**config.mk**
```make
export PLATFORM = sky130hd
export DESIGN_NAME = req_collector
export DESIGN_NICKNAME = d
export VERILOG_FILES = /design/src/rtl/req_collector.sv
export SDC_FILE = /design/constraint.sdc
export NUM_CORES = 1
export LEC_CHECK = 0
export ABC_CLOCK_PERIOD_IN_PS = 11800
export CAP_MARGIN = 15
export CORE_MARGIN = 5
export CORE_UTILIZATION = 62
export CTS_CLUSTER_SIZE = 24
export DETAILED_ROUTE_END_ITERATION = 8
export PLACE_DENSITY_LB_ADDON = 0.08
export SYNTH_ARGS = -nofsm -noshare
export SYNTH_HDL_FRONTEND = slang
export SYNTH_SLANG_ARGS = --single-unit
```
**constraint.sdc**
```tcl
create_clock -name clk -period 11.8 [get_ports clk]
set_input_delay 2.36 -clock clk [delete_from_list [all_inputs] [get_ports clk]]
set_output_delay 2.36 -clock clk [all_outputs]
set_load 0.01 [all_outputs]
```
**src/rtl/req_collector.sv**
```systemverilog
// Request collection stage: latches rising edges on eight request lines as pending,
// arbitrates among them and offers one grant at a time downstream under valid/ready.
module req_collector #(
  parameter bit RR_EN        = 1'b1,
  parameter bit CLR_ON_GRANT = 1'b1
) (
  input  logic       clk,
  input  logic       rst_n,
  input  logic [7:0] req_in,
  input  logic       gnt_ready,
  input  logic       clr_ovf,
  output logic       gnt_valid,
  output logic [7:0] gnt_onehot,
  output logic [2:0] gnt_idx,
  output logic [7:0] pending,
  output logic       ovf
);

  typedef enum logic {IDLE, OFFER} state_t;

  state_t     state;
  logic [7:0] req_q;
  logic [2:0] ptr;
  logic [7:0] req_edge;
  logic [7:0] cand;
  logic [7:0] load_mask;
  logic [7:0] clr_mask;
  logic [2:0] base;
  logic [2:0] sel_idx;
  logic       sel_found;
  logic       handshake;
  logic       do_load;

  // The bit being retired is excluded and the scan starts just past it, so a
  // back-to-back reload behaves exactly as if the pointer had already moved.
  always_comb begin
    handshake = (state == OFFER) && gnt_valid && gnt_ready;
    req_edge  = req_in & ~req_q;
    cand      = handshake ? (pending & ~gnt_onehot) : pending;
    if (RR_EN)
      base = handshake ? (gnt_idx + 3'd1) : ptr;
    else
      base = 3'd0;
    sel_found = 1'b0;
    sel_idx   = 3'd0;
    for (int k = 7; k >= 0; k--) begin
      if (cand[base + 3'(k)]) begin
        sel_found = 1'b1;
        sel_idx   = base + 3'(k);
      end
    end
    do_load   = sel_found && ((state == IDLE) || handshake);
    load_mask = do_load ? (8'd1 << sel_idx) : 8'd0;
    if (CLR_ON_GRANT)
      clr_mask = load_mask;
    else
      clr_mask = handshake ? gnt_onehot : 8'd0;
  end

  // A fresh edge always beats a coincident clear; ovf only flags edges that
  // land on a bit that really stays pending.
  always_ff @(posedge clk or negedge rst_n) begin
    if (!rst_n) begin
      req_q   <= 8'hFF;
      pending <= 8'h00;
      ovf     <= 1'b0;
    end else begin
      req_q   <= req_in;
      pending <= (pending & ~clr_mask) | req_edge;
      if (|(req_edge & pending & ~clr_mask))
        ovf <= 1'b1;
      else if (clr_ovf)
        ovf <= 1'b0;
    end
  end

  always_ff @(posedge clk or negedge rst_n) begin
    if (!rst_n) begin
      state      <= IDLE;
      ptr        <= 3'd0;
      gnt_valid  <= 1'b0;
      gnt_onehot <= 8'h00;
      gnt_idx    <= 3'd0;
    end else begin
      case (state)
        IDLE: begin
          if (do_load) begin
            gnt_onehot <= load_mask;
            gnt_idx    <= sel_idx;
            gnt_valid  <= 1'b1;
            state      <= OFFER;
          end
        end
        OFFER: begin
          if (handshake) begin
            ptr <= gnt_idx + 3'd1;
            if (do_load) begin
              gnt_onehot <= load_mask;
              gnt_idx    <= sel_idx;
            end else begin
              gnt_valid  <= 1'b0;
              gnt_onehot <= 8'h00;
              state      <= IDLE;
            end
          end
        end
        default: state <= IDLE;
      endcase
    end
  end

endmodule

```
==> out/qor.csv <==
metric;value;unit
Die ar.;6199;um^2
Post-synth EDFFs;0;
ANT cells;0;
vias;2836;
area of the multi-input gates;1898;um^2
Hold EP;pending[0];
Crit Path Class;input pin to flip-flop;
slowest stage delay, CP;0.62;ns
HP Start;req_q[0];
hold depth;1;
Least-Margin Pin Slew;0.8116;ns
period utilization;0.5827;
R2R Path End;ovf;
Die Y;78.74;um
Final Max Tran Viols;0;
DR top layer;met4;
placed insts;403;
width of the chip;78.74;um
worst reg2reg startpoint;gnt_idx[0];
Min Clock Period, post-route;6.876;ns
Syn. warnings;0;
Worst-Skew Late Latency;0.29;ns
CP cell instances;clkdlybuf4s50_1 > nand3_2 > nand2_1 > nand2_1 > inv_2 > ha_1 > a32oi_1 > mux2i_4 > mux2_2 > o211a_1 > a2111oi_2 > a211o_1 > and2_4 > nand2_2 > a221oi_2 > nand4_1;
grt ovf;0;
CP arrival;7.03;ns
R2R depth;16;
detailed-route DRC error count;0;
Crit-path slowest cell;clkdlybuf4s50_1;
CP delay by family, top;simple AND/OR/NAND/NOR gates;
M1 WL;3587;um
Via density;6.900;
antenna violations before repair;0;
Seq/Total Area, Yosys;0.2853;
FF/Latch Area;835.8;um^2
cts repair resizes;0;
GRT Overall Usage;0.2869;
port bufs;32;
clock sink count;33;
commonest non-fill, non-tap cells in the layout;36 x nand2_1, 32 x clkdlybuf4s50_1, 25 x dfrtp_1, 18 x o21ai_0, 17 x inv_1;
CORE AREA;4661;um^2
Worst EP required;11.95;ns
Clock Skew;0.002996;ns
Crit. End Element;flip-flop;
Sum Neg Setup Slack;0;ns
Worst Path Buf+Inv;2;
largest net degree at the start of global routing;34;
io pins;33;
commonest non-fill, non-tap cell in the layout;nand2_1;
synthesized area;2929;um^2
htree depth;2;
number of global-route vias before repair;2625;
routed wire length per instance;20.84;um
first-pass GRT wire length;13600;um
main flop type after synthesis;dfrtp_1;
DRT Wirelength;8567;um
Cells after Synth;335;
DP Wirelength;6360;um
met2 wire length;4078;um
non-filler cells, final;411;
CTS max path bufs;2;
hold crit path type;flip-flop to flip-flop;
Max Fclk;0.1454;GHz
met3 wire len;449;um
Detail Route Antenna Nets;0;
Crit Path Max Fanout;27;
CTS Hold Bufs;0;
final count of negative-setup-slack endpoints;0;
RSZ-0062 raised after global routing;no;
R2R setup slack;6.71;ns
TritonCTS clock tree;yes;
syn nets;350;
Seq cells post-synth;33;
Initial DRC Count;301;
most used cell, CP;nand2_1;
final hold violation count;0;
initial core utilization;0.6285;
root buf cell;clkbuf_8;
Max-slew headroom;0.4590;
clock slew seen by the registers of the worst setup and hold paths;0.07;ns
Netlist cell types;72;
Area Growth Syn to Fin;13.28;%
num rows;25;
Async SR Flop Fraction;1.000;
Syn Area/Cell;8.743;um^2
Nets;371;
max-cap violation count;0;
1st-pass router iterations;5;
fillcell total;387;
Post-CTS Setup Bufs;0;
Startpoint Class;input pin;
status;complete, no violations;
GP Congestion;0.9664;
Inserted Clock Buffers;5;
share of cells above drive strength 1;0.1373;
-- state kept, by name, indices dropped and copies added (netlist names) --
register    flops
gnt_valid       1
pending         8
ptr             3
req_q           8
ovf             1
state           1
gnt_onehot      8
gnt_idx         3
-- layer usage --
layer | vias to the layer above | global-route usage
met5 | - | 0
met4 | 0 | 0.1696
met3 | 38 | 0.03968
met2 | 126 | 0.4643
met1 | 1367 | 0.3651
li1 | 1305 | -
-- how the worst max path moves through the flow --
stage | startpoint | slack [ns] | end | cells after the start
after floorplan | gnt_ready | 6.15 | ovf | 16
final | gnt_ready | 4.92 | ovf | 16
after detailed placement | gnt_ready | 4.74 | ovf | 16
after global routing | gnt_ready | 4.54 | ovf | 16
after global placement | gnt_ready | 4.92 | ovf | 16
after CTS | gnt_ready | 5.01 | ovf | 16
-- kinds of logic (layout without fill, tap and decap cells) --
logic type	count (synthesis)	in the layout	synth area share
simple gates	135	135	0.2461
xor+xnor	3	3	0.01538
flops	33	33	0.2853
buf+inv	38	60	0.06664
fa+ha+maj	3	3	0.01282
compound gates	94	94	0.2478
mux	29	29	0.1260
-- cells in the mapped netlist, drive strengths merged, types with 3 or more instances --
master	number	share of area
mux2	10	0.040
mux4	4	0.031
a21o	7	0.018
inv	18	0.023
buf	14	0.035
nor3	16	0.027
nor2b	5	0.011
nand3	16	0.031
o211ai	3	0.0077
a31oi	6	0.013
dfstp	8	0.072
clkbuf	5	0.0064
xnor2	3	0.015
o21ai	20	0.034
nand3b	7	0.018
a2111oi	3	0.013
o22ai	3	0.0064
and2	9	0.020
o211a	3	0.010
nor3b	5	0.013
a21oi	7	0.012
a32o	3	0.011
or2	4	0.0085
nor2	17	0.023
nand2b	5	0.011
nand2	37	0.048
nand4	6	0.013
a211oi	5	0.015
dfrtp	25	0.21
ha	3	0.013
mux2i	15	0.056
o21a	4	0.010
a32oi	6	0.018
o31ai	3	0.0077
a211o	5	0.015
-- worst register-to-register path, stage by stage (launching register included) --
cell and delay [ns]:
dfrtp_1 0.87, ha_1 0.46, nand2_1 0.19, nand2_1 0.41, inv_2 0.20, ha_1 0.49, nor2b_1 0.08, a32oi_1 0.25
mux2i_4 0.15, mux2_2 0.32, o211a_1 0.17, a2111oi_2 0.43, a211o_1 0.27, and2_4 0.19, nand2_2 0.08, a221oi_2 0.24
nand4_1 0.13
-- cell type report --
class	count	area share
clock buffer	7	0.02602
clock inverter	1	0.009050
inverter	19	0.02187
multi-input combinational	264	0.5720
sequential	33	0.2519
tap	54	0.02036
timing repair buffer	33	0.09879
-- through the flow --
stage          setup slack, ns  hold WS, ns    util  area (um^2)
2_1_floorplan            6.152       0.4634       -         2929
3_3_place_gp             4.915       0.5007  0.6870         3202
3_5_place_dp             4.736       0.5132  0.6870         3202
4_1_cts                  5.008       0.5280  0.7119         3318
5_1_grt                  4.543       0.5675  0.7119         3318
6_report                 4.924       0.5281  0.7119         3318
Power is not shown: default switching activity piles up to over one toggle a cycle in this logic, so the estimate is an artifact.
==> variant 1, RTL diff (same settings) <==
Make the reset (`rst_n`) synchronous in 2 clocked blocks.
--- a/src/rtl/req_collector.sv
+++ b/src/rtl/req_collector.sv
@@ -61,3 +61,3 @@
   // land on a bit that really stays pending.
-  always_ff @(posedge clk or negedge rst_n) begin
+  always_ff @(posedge clk) begin
     if (!rst_n) begin
@@ -76,3 +76,3 @@
 
-  always_ff @(posedge clk or negedge rst_n) begin
+  always_ff @(posedge clk) begin
     if (!rst_n) begin
Function: differs if rst_n is asserted again (counterexample within 4 cycles, from zero or initial values and one cycle with rst_n low); with rst_n held inactive, the same outputs for 4 cycles.
==> variant 1 against the unedited design <==
Setup slack got worse by 0.34 ns. Wire length decreased by 8.5%. Die area down 6.2%. Design area is 6.4% lower. Area after synthesis decreased by 7.1%. Worst hold slack got worse by 0.0075 ns. Sequential cell count unchanged. Largest cell class unchanged.
==> variant 1: results (changes against the unedited design) <==
----------------------------------------------------
[GRT]
  Largest net degree at the start of global routing ... 34 (unchanged)
  All-layer global routing usage ... 0.2699 (was 0.2869)
  First-pass GRT wire length ... 12.73 mm (was 13.60 mm)
  Antenna violations before repair ... 0 (unchanged)

[Synthesis]
  Top post-synthesis cells by area ... dfxtp_1, mux2i_1, nor2b_1 (was dfrtp_1, dfstp_2, mux2i_1)
  Sequential element share of the synthesized area ... 0.2428 (was 0.2853)
  Synth Net Count ... 340 (was 350)
  Warnings from Yosys ... 0 (unchanged)
  Number of unique standard cell types used by synthesis ... 70 (was 72)
  Ys flop type ... dfxtp_1 (was dfrtp_1)
  Proportion of register bits with asynchronous set or reset after synthesis ... 0 (was 1.000)
  Ranking of synthesized cells by instance count ... nand2_1, dfxtp_1, nor2b_1, mux2i_1, a21oi_1 (was nand2_1, dfrtp_1, o21ai_0, inv_1)
  Number of cells produced by synthesis ... 325 (was 335)

[Clock tree]
  Root buffer cell ... clkbuf_8 (unchanged)
  Post CTS Setup Buffer Count ... 0 (unchanged)
  Resize count post-CTS ... 0 (unchanged)
  CTS clock-pin slew for the worst setup and hold paths ... 0.07 ns (about the same)
  Number of CTS-inserted buffers ... 5 (unchanged)
  Number of H-tree levels ... 2 (unchanged)
  Bufs on Longest Clock Path ... 2 (unchanged)
  Clk Latency, worst-skew pair ... 0.29 ns (about the same)

[Detailed routing]
  Via total after detailed routing ... 2,639 (was 2,836)
  First-pass iteration count of the detailed router ... 5 (unchanged)
  Via-per-instance ratio ... 6.631 (was 6.900)
  Count of routing violations after the opening detailed-route iteration ... 329 (was 301)
  Total Routed Length ... 7.843 mm (was 8.567 mm)

[Layout]
  Largest registers in the final layout ... gnt_onehot x8, pending x8, req_q x8 (unchanged)
  Antenna diode count ... 0 (unchanged)
  Final net count ... 360 (was 371)
  Proportion of layout cells with a drive suffix above 1 ... 0.08960 (was 0.1373)

[Worst setup path]
  Data arrival time of the critical path ... 7.39 ns (was 7.03 ns)
  Critical path peak fanout ... 17 (was 27)
  Crit path max-delay cell type ... clkdlybuf4s50_1 (unchanged)
  Worst path max stage delay ... 0.66 ns (was 0.62 ns)
  Family with the most delay on the worst path ... simple AND/OR/NAND/NOR gates (unchanged)

[Place]
  DP Wirelength ... 5.993 mm (was 6.360 mm)
  Buffers on Ports ... 32 (unchanged)
  Cells after DPL ... 390 (was 403)
  Weighted congestion at the end of routability-driven global placement ... 1.019 (was 0.9664)
  Post-placement worst setup slack ... 4.406 ns (was 4.736 ns)

[Power and ir drop]
  Leakage power ... 1.143 nW
  Largest voltage drop on the vdd net ... 0.0001650 V

[Outcome]
  Run status ... finished clean (unchanged)

[STA]
  Setup clock skew after layout ... 0.008527 ns (was 0.002996 ns)
  Headroom to the max-slew limit ... 0.3054 (was 0.4590)

[Hold path]
  Min-Delay Path Class ... reg2reg (unchanged)

----------------------------------------------------
variant 1: cell count changes after synthesis, moves of 5 or more:
cell	delta
nor2b_1	+17
o21ai_0	-11
nand2b_1	+11
mux2_2	-5
dfrtp_1	-25
a21boi_0	+10
a21oi_1	+10
dfstp_2	-8
inv_1	-9
nor3_1	-7
dfxtp_1	+33
variant 1: report_power, final:
part           internal [W]  switching (W)  leakage (nW)
sequential         0.000132      0.0000345         0.271
combinational      0.000186       0.000276         0.815
clock             0.0000687      0.0000455        0.0574
total              0.000387       0.000356          1.14
variant 1: layout make-up:
cell class	instances	area, µm²
Multi-Input combinational cell	264	1906
Fill cell	343	1189
Sequential cell	33	660.6
Timing Repair Buffer	32	320.3
Clock buffer	6	82.58
Tap cell	52	65.06
Clock inverter	2	37.54
Inverter	9	33.78
variant 1: path summary, 6_finish.rpt:
kind                 start       endpoint  slack [ns]  cells after the start
max              gnt_ready            ovf        4.58                     14
min reg2reg  gnt_onehot[7]  gnt_onehot[7]        0.52                      2
max reg2reg     gnt_idx[0]            ovf        6.68                     13
min          gnt_onehot[7]  gnt_onehot[7]        0.52                      2
variant 1: routing by layer:
layer | vias up | GRT usage | share of wire
li1 | 1258 | - | -
met3 | 26 | 0.04492 | 0.068
met4 | 0 | 0.1311 | 0.035
met5 | - | 0 | 0
met1 | 1228 | 0.3477 | 0.43
met2 | 127 | 0.4349 | 0.47
variant 1: through the flow:
step	area, µm²	hold WS [ns]	power [W]
floorplan	2721	0.4963	0.0005018
global placement	2985	0.5073	0.0006137
detailed placement	2985	0.5086	0.0006178
CTS	3105	0.5187	0.0007343
global route	3105	0.5536	0.0007898
finish	3105	0.5205	0.0007433
variant 1: worst reg2reg max path, cell delays in order (launching register included):
cell and delay, ns:
dfxtp_1 0.56, ha_1 0.49, mux2i_4 0.51, ha_1 0.46, a32oi_1 0.32, mux2i_1 0.16, mux2i_1 0.48, nor2_1 0.10
a311oi_2 0.29, nand4_1 0.25, nor3_1 0.41, a31oi_1 0.13, or4_1 0.42, o41a_1 0.40
variant 1: kinds of logic after synthesis:
| logic type | Yosys count | synth area share |
|---|---|---|
| XOR/XNOR | 6 | 0.04138 |
| AND/OR/NAND/NOR | 137 | 0.2754 |
| buffers and inverters | 28 | 0.05701 |
| adder cells (fa/ha/maj) | 3 | 0.01379 |
| flip-flops | 33 | 0.2428 |
| AO/OA/AOI/OAI | 94 | 0.2703 |
| multiplexers | 24 | 0.09931 |
==> variant 2, RTL diff (config.mk and constraints unchanged) <==
Made on the original files. Set the parameter `RR_EN` to 1'b0 (it was 1'b1).
--- a/src/rtl/req_collector.sv
+++ b/src/rtl/req_collector.sv
@@ -3,3 +3,3 @@
 module req_collector #(
-  parameter bit RR_EN        = 1'b1,
+  parameter bit RR_EN        = 1'b0,
   parameter bit CLR_ON_GRANT = 1'b1
Behaviour: not the same (Yosys sat finds a counterexample within 10 cycles, from zero or initial values and one cycle with rst_n low).
==> variant 2 against the unedited design <==
Die area decreased by 44%. Setup slack better by 2.2 ns. Design area fell by 44%. Wire length decreased by 60%. Sequential cell count fell by 3. Core utilization rose by 12 points. Area after synthesis down 50%. Highest routed layer unchanged.
==> variant 2: results (changes against the unedited design) <==
----------------------------------------------------
[Outcome]
  Run status ... finished clean (unchanged)

[Power and ir drop]
  Leakage power ... ~0.80 nW
  Largest voltage drop on the vdd net ... 0.0001603 V

[Layout]
  Final net count ... 193 (was 371)
  Antenna diode count ... 0 (unchanged)
  Largest registers in the final layout ... gnt_onehot x8, pending x8, req_q x8 (unchanged)
  Proportion of layout cells with a drive suffix above 1 ... 0.1319 (was 0.1373)

[Place]
  Weighted congestion at the end of routability-driven global placement ... 0.8672 (was 0.9664)
  DP Wirelength ... 2.549 mm (was 6.360 mm)
  Buffers on Ports ... 32 (unchanged)
  Cells after DPL ... 202 (was 403)

[GRT]
  Antenna violations before repair ... 0 (unchanged)
  Largest net degree at the start of global routing ... 31 (was 34)
  All-layer global routing usage ... 0.2297 (was 0.2869)
  Number of global-route vias before repair ... 1,313 (was 2,625)
  First-pass GRT wire length ... 5.975 mm (was 13.60 mm)

[Worst setup path]
  Count of cells along the worst register-to-register path ... 6 (was 16)
  Data arrival time of the critical path ... 4.84 ns (was 7.03 ns)
  Worst R2R Start ... state (was gnt_idx[0])
  End of the worst register-to-register path ... ovf (unchanged)
  Critical path peak fanout ... 12 (was 27)
  Worst reg-to-reg setup slack ... 9.15 ns (was 6.71 ns)

[Detailed routing]
  Count of routing violations after the opening detailed-route iteration ... 87 (was 301)
  Wire length per cell ... 16.39 µm (was 20.84 µm)
  Total Routed Length ... 3.442 mm (was 8.567 mm)
  First-pass iteration count of the detailed router ... 4 (was 5)
  Via-per-instance ratio ... 6.300 (was 6.900)

[Clock tree]
  Clk Latency, worst-skew pair ... 0.34 ns (was 0.29 ns)
  CTS clock-pin slew for the worst setup and hold paths ... 0.09 ns (was 0.07 ns)
  Bufs on Longest Clock Path ... 2 (unchanged)
  Root buffer cell ... clkbuf_4 (was clkbuf_8)
  Resize count post-CTS ... 0 (unchanged)
  Number of H-tree levels ... 2 (unchanged)
  Post CTS Setup Buffer Count ... 0 (unchanged)
  Number of CTS-inserted buffers ... 5 (unchanged)

[Synthesis]
  Proportion of register bits with asynchronous set or reset after synthesis ... 1.000 (unchanged)
  Warnings from Yosys ... 0 (unchanged)
  Number of cells produced by synthesis ... 145 (was 335)
  Sequential element share of the synthesized area ... 0.5148 (was 0.2853)
  Number of unique standard cell types used by synthesis ... 43 (was 72)
  Top post-synthesis cells by area ... dfrtp_1, dfstp_2, nand2_1 (was dfrtp_1, dfstp_2, mux2i_1)
  Synth Net Count ... 157 (was 350)
  Most common cell in the netlist ... nand2_1 (unchanged)
  Ranking of synthesized cells by instance count ... nand2_1, dfrtp_1, a21oi_1, nand4_1, dfstp_2 (was nand2_1, dfrtp_1, o21ai_0, inv_1)

[Hold path]
  Launch instance of the worst min-delay path ... req_q[3] (was req_q[0])
  Cell count of the worst hold path ... 1 (unchanged)
  Min-Delay Path Class ... reg2reg (unchanged)
  Endpoint with the worst hold slack ... pending[3] (was pending[0])

[STA]
  Total negative slack for setup checks ... 0 ns (unchanged)
  Headroom to the max-slew limit ... 0.5625 (was 0.4590)
  Setup clock skew after layout ... 0.01041 ns (was 0.002996 ns)

----------------------------------------------------
==> variant 2: worst max path at each step <==
stage                         start            end  slack (ns)  cells past startpoint
after global routing      gnt_ready  gnt_onehot[3]        7.04                      7
after floorplan           gnt_ready            ovf        7.84                      7
final                     gnt_ready            ovf        7.17                      7
after global placement    gnt_ready            ovf        6.94                      7
after detailed placement  gnt_ready            ovf        6.88                      7
after CTS                 gnt_ready            ovf        7.22                      7
==> variant 2: layout make-up <==
type | count | area [µm²]
sequential | 30 | 760.7
clock inverter | 1 | 5.005
tap | 28 | 35.03
multi-input combinational | 104 | 656.9
fill | 131 | 387.9
clock buffer | 7 | 55.05
inverter | 7 | 26.28
timing repair buffer | 33 | 327.8
==> variant 2: kinds of logic (layout without fill, tap and decap cells) <==
logic type,after synthesis,count (layout),synth area share
AOI/OAI and AO/OA,42,42,0.2193
DFF,30,30,0.5148
and+or+nand+nor,61,61,0.2193
buffers and inverters,11,48,0.04064
xor gates and xnor gates,1,1,0.005928
==> variant 2: routing by layer <==
layer,GRT usage,vias to the layer above,wire [µm]
met5,0,-,0
met4,0.1197,0,72
met3,0.06798,10,287
met2,0.3675,61,1727
met1,0.2789,640,1355
li1,-,612,-
==> variant 2: report_power, final <==
group	total (W)	internal, W	switching [W]
Sequential	0.000138	0.000118	0.0000197
Clock	0.0000632	0.0000288	0.0000344
Combinational	0.0000916	0.0000471	0.0000445
==> variant 2: per-stage QoR <==
step                      worst slack (ns)    util   power, W  instance area [µm²]  hold slack (ns)
after CTS                            7.216  0.8280  0.0002939                 1867           0.5410
after global placement               6.939  0.8013  0.0002280                 1807           0.5020
after detailed placement             6.877  0.8013  0.0002312                 1807           0.5201
after floorplan                      7.845       -  0.0001845                 1478           0.4940
final                                7.169  0.8280  0.0002929                 1867           0.5313
after global routing                 7.038  0.8280  0.0003113                 1867           0.5516
==> variant 2: worst max-delay path, cell delays in order <==
cell and delay [ns]:
clkdlybuf4s50_1 0.75, nand4_1 0.22, a22o_1 0.32, o221ai_2 0.31, or4b_4 0.53, a31oi_1 0.21, o211ai_1 0.13
